**config.mk**
```make
export PLATFORM = sky130hd
export DESIGN_NAME = vec_mem
export DESIGN_NICKNAME = d
export VERILOG_FILES = /design/src/rtl/vec_mem.sv
export SDC_FILE = /design/constraint.sdc
export NUM_CORES = 1
export LEC_CHECK = 0
export ABC_CLOCK_PERIOD_IN_PS = 3420
export CORE_MARGIN = 3
export CORE_UTILIZATION = 25
export CTS_BUF_LIST = sky130_fd_sc_hd__clkbuf_4
export DETAILED_ROUTE_END_ITERATION = 12
export DONT_BUFFER_PORTS = 1
export PLACE_DENSITY = 0.49
export SYNTH_ARGS = -nofsm -noshare
export SYNTH_HDL_FRONTEND = slang
export SYNTH_SLANG_ARGS = --single-unit
```
**constraint.sdc**
```tcl
create_clock -name clock -period 3.42 [get_ports clock]
set_input_delay 0.513 -clock clock [delete_from_list [all_inputs] [get_ports clock]]
set_output_delay 0.513 -clock clock [all_outputs]
set_load 0.01 [all_outputs]
```
**src/rtl/vec_mem.sv**
```systemverilog
// Vector storage: one synchronous write port and one asynchronous read port,
// shaped so synthesis maps it onto distributed (LUT) RAM. Contents are not
// reset so that loaded vectors survive a reset of the sequencer.
module vec_mem #(
  parameter int W     = 3,
  parameter int DEPTH = 16,
  parameter int AW    = $clog2(DEPTH)
) (
  input  logic          clock,
  input  logic          we_i,
  input  logic [AW-1:0] waddr_i,
  input  logic [W-1:0]  wdata_i,
  input  logic [AW-1:0] raddr_i,
  output logic [W-1:0]  rdata_o
);

  logic [W-1:0] mem_q [DEPTH];

  // Store one packed vector per write strobe
  always_ff @(posedge clock) begin
    if (we_i) begin
      mem_q[waddr_i] <= wdata_i;
    end
  end

  // Asynchronous read of the entry selected by the current step
  assign rdata_o = mem_q[raddr_i];

endmodule

```
# Word-level counts from Yosys, hierarchy flattened
# Memory sizes are Yosys's and may differ from the RTL's.
# Cells that the tools add are included.
[word_totals] output_inout_bits=3 ram_bits=48 input_bits=13 register_bits=0 word_cells=3 memories=1
[memory_table] name="mem_q" depth=16 width=3 rd=1 rd_clocked_by_memory_dff=0 write_ports=1 line="17" rtl="logic [W-1:0] mem_q [DEPTH];"
[classes] n_mux=2
[ops] op="2-to-1 mux 1 bit" n=2

# Longest topological paths before layout
[depth] ltp_word=2 depth_mapped=4 mapped_depth_nobuf=3

# Worst setup path after synthesis
# No wires, ideal clock.
[synth_path] kind="input to output" start="input port raddr_i[1]" end="output port rdata_o[1]" arrival_ns=1.446 cell_stages=4 n_path_buf=1 setup_slack_ns=1.461 cell_sequence="clkbuf_1 > mux4_2 > a22oi_2 > nand3_1"
[synth_between] elab_chain_cells=1
[synth_lines] element="start: declaration" line="13" rtl="input logic [AW-1:0] raddr_i,"
[synth_lines] element="memory (16 x 3 bit)"
[synth_lines] element="end: declaration" line="14" rtl="output logic [W-1:0] rdata_o"
# No other way between the ends.

# Worst setup path in the final report
[layout_path] start="memory mem_q[2][0]" end="output port rdata_o[0]"
[layout_between] elab_chain_cells=1
[layout_lines] element="start: declaration" line="17"
[layout_lines] element="memory (16 x 3 bit)"
# No other way between the ends.

==> summary.json <==
{
  "critical-path-max-stage-delay_ps": 500,
  "whs_path_depth": 0,
  "relSlewSlack_pct": 65.67,
  "outcome": "finished, final reports clean",
  "crit_start_category": "flip-flop",
  "portBuffers": 0,
  "post_synthesis_sequential_element_count": 48,
  "fin_setup_tns_ps": 0,
  "detailedRoute.firstPassIterationCount": 4,
  "post_cts_resize_count": 0,
  "die_x_um": 94.36,
  "netlist_area_um2": 1952,
  "post-cts-setup-buffers": 0,
  "clk_root_buffer_cell": "clkbuf_4",
  "maximum_number_of_pins_on_one_net_before_global_route_repair": 17,
  "route.vias.total": 901,
  "cts.htree.levels": 2,
  "design.core.area_um2": 7408,
  "vias_in_the_first_global_route": 1005,
  "cp_max_fo": 1,
  "maxClockFrequency_mhz": 474.3,
  "fp.dieArea_um2": 8904,
  "viasPerCell": 4.417,
  "critPathBufInv": 0,
  "finalCoreUtilization_pct": 28.42,
  "antenna_found_initial": 0,
  "largest_register": "mem_q",
  "cts_clk_pin_slew_worst_paths_ps": 120,
  "avgSynthCellArea_um2": 19.52,
  "yosysWarnings": 0,
  "synth.yosys.seq_area_share_pct": 73.85,
  "powerDensity_nw_per_um2": 439.8,
  "critPathCaptureType": "output pin",
  "cts_hold_buf": 0,
  "layout-area-overhead-vs-synth_pct": 7.885,
  "avgRoutedWirePerCell_um": 16.64,
  "final_cells": 204,
  "yosysTopAreaCell": "edfxtp_1",
  "initialDrtViolationCount": 48,
  "min-delay-start": "wdata_i[0]",
  "slew_worst_pin_ps": 511.0,
  "cts_max_path_buffers": 2,
  "initial_core_util_pct": 26.35,
  "place_congestion": 0.7258,
  "timing.critical_path.required_ps": 2910,
  "n_antenna_cell": 0,
  "cts-buffers-inserted": 5,
  "path_delay_family": "multiplexers",
  "place.detailed.instances": 197,
  "largestRegisters": "mem_q x48",
  "report.final.slew_viol_count": 0,
  "cts_sinks": 48,
  "layout_min_cycle_time_ps": 2109,
  "min_to": "mem_q[12][0]",
  "hold_path_class": "in -> reg",
  "ios": 16,
  "yosysUniqueCellTypes": 15,
  "period_share_pct": 61.65,
  "ys_top_cells_by_area": "edfxtp_1 (74%), mux4_1 (11%), mux4_2 (4.6%), nor2_1 (2.5%), nand3_1 (1.8%)",
  "drc": 0,
  "finalInstanceArea_um2": 2106,
  "final-hold-violation-count": 0,
  "worst_ir_drop_vdd_uv": 149.0,
  "crit_path_cell_trace": "mux4_1 > a22oi_1 > nand3_1",
  "post_dp_cell_area_um2": 2061,
  "first_pass_grt_wire_length_mm": 5.388,
  "grt_setup_unrepaired": "no",
  "grt_use_total_pct": 8.406,
  "crit_cells": 3,
  "num_rows": 31,
  "max_cap_violations": 0,
  "synthesis.nets": 113,
  "max_ffs_per_register": 48,
  "critPathKind": "reg -> out",
  "yosysTopAreaCellShare_pct": 73.85,
  "dp_hpwl_mm": 2.508,
  "netlist_instances": 100,
  "globalRouteOverflowTotal": 0,
  "worstPathArrival_ps": 1600,
  "chipHeight_um": 94.36,
  "wl_mm": 3.395,
  "layout.nets": 118,
  "postRouteAntennaNets": 0,
  "crit_path_top_delay_cell": "mux4_1",
  "p_leak_nw": 0.6319,
  "setup_viol": 0,
  "cts_tree": "done",
  "layout-drive-gt1-share_pct": 10.48
}
==> cell usage in the layout, fill, tap and decap left out <==
master    synthesis  routed
a22oi_1           2       2
a22oi_2           1       1
clkbuf_4          0       5
clkinv_1          0       2
edfxtp_1         48      48
mux4_1            8       8
mux4_2            4       4
nand2_1           4       4
nand2b_1          2       2
nand3_1           7       7
nand3b_1          2       2
nor2_1           13      13
nor2b_1           2       2
nor3_1            4       4
or3b_2            1       1
==> power by group <==
group / leakage (nW) / switching, mW / internal (mW)
clock: 0.0261 / 0.150 / 0.0720
combinational: 0.172 / 0.0212 / 0.0222
sequential: 0.434 / 0.00229 / 0.659
==> final cells by class <==
cell class	instances	area [um^2]
clock buffer	5	37.54
tap	99	123.9
fill	732	5303
multi-input combinational	50	495.5
sequential	48	1441
clock inverter	2	7.507
==> cells by family after synthesis <==
family	share of synthesized area, %
multiplexers	15.38
buffers and inverters	0.7690
AO/OA/AOI/OAI	1.410
flip-flops	73.85
AND/OR/NAND/NOR	8.589
==> worst max-delay path by stage <==
stage	start	to	slack [ps]
after floorplan	raddr_i[1]	rdata_o[1]	1460
after global placement	raddr_i[0]	rdata_o[0]	1470
after detailed placement	raddr_i[0]	rdata_o[0]	1470
after CTS	mem_q[2][0]	rdata_o[0]	1270
after global routing	mem_q[2][2]	rdata_o[2]	1200
final	mem_q[2][0]	rdata_o[0]	1310
==> per-layer routing <==
metal / wire (um) / track usage [%] / vias to the layer above / part of all wire, %
met4: 46 / 2.888 / 0 / 1.4
met2: 1660 / 13.71 / 33 / 49
li1: - / - / 422 / -
met5: 0 / 0 / - / 0
met3: 271 / 3.187 / 4 / 8.0
met1: 1417 / 10.24 / 442 / 42
==> per-stage QoR <==
stage / total power [mW] / setup WS, ps / hold slack, ps
finish: 0.9261 / 1311 / 260.2
global route: 0.9643 / 1199 / 226.9
CTS: 0.9412 / 1268 / 239.6
detailed placement: 0.7187 / 1472 / 613.2
global placement: 0.7178 / 1473 / 613.2
floorplan: 0.7129 / 1461 / 611.9
==> cells in the mapped netlist <==
master,n
mux4_2,4
nand2_1,4
nand2b_1,2
mux4_1,8
buf_6,1
a22oi_2,1
edfxtp_1,48
clkbuf_1,1
nand3_1,7
nor3_1,4
nand3b_1,2
nor2b_1,2
or3b_2,1
a22oi_1,2
nor2_1,13
Note: power is estimated with default switching activity, not from simulation.
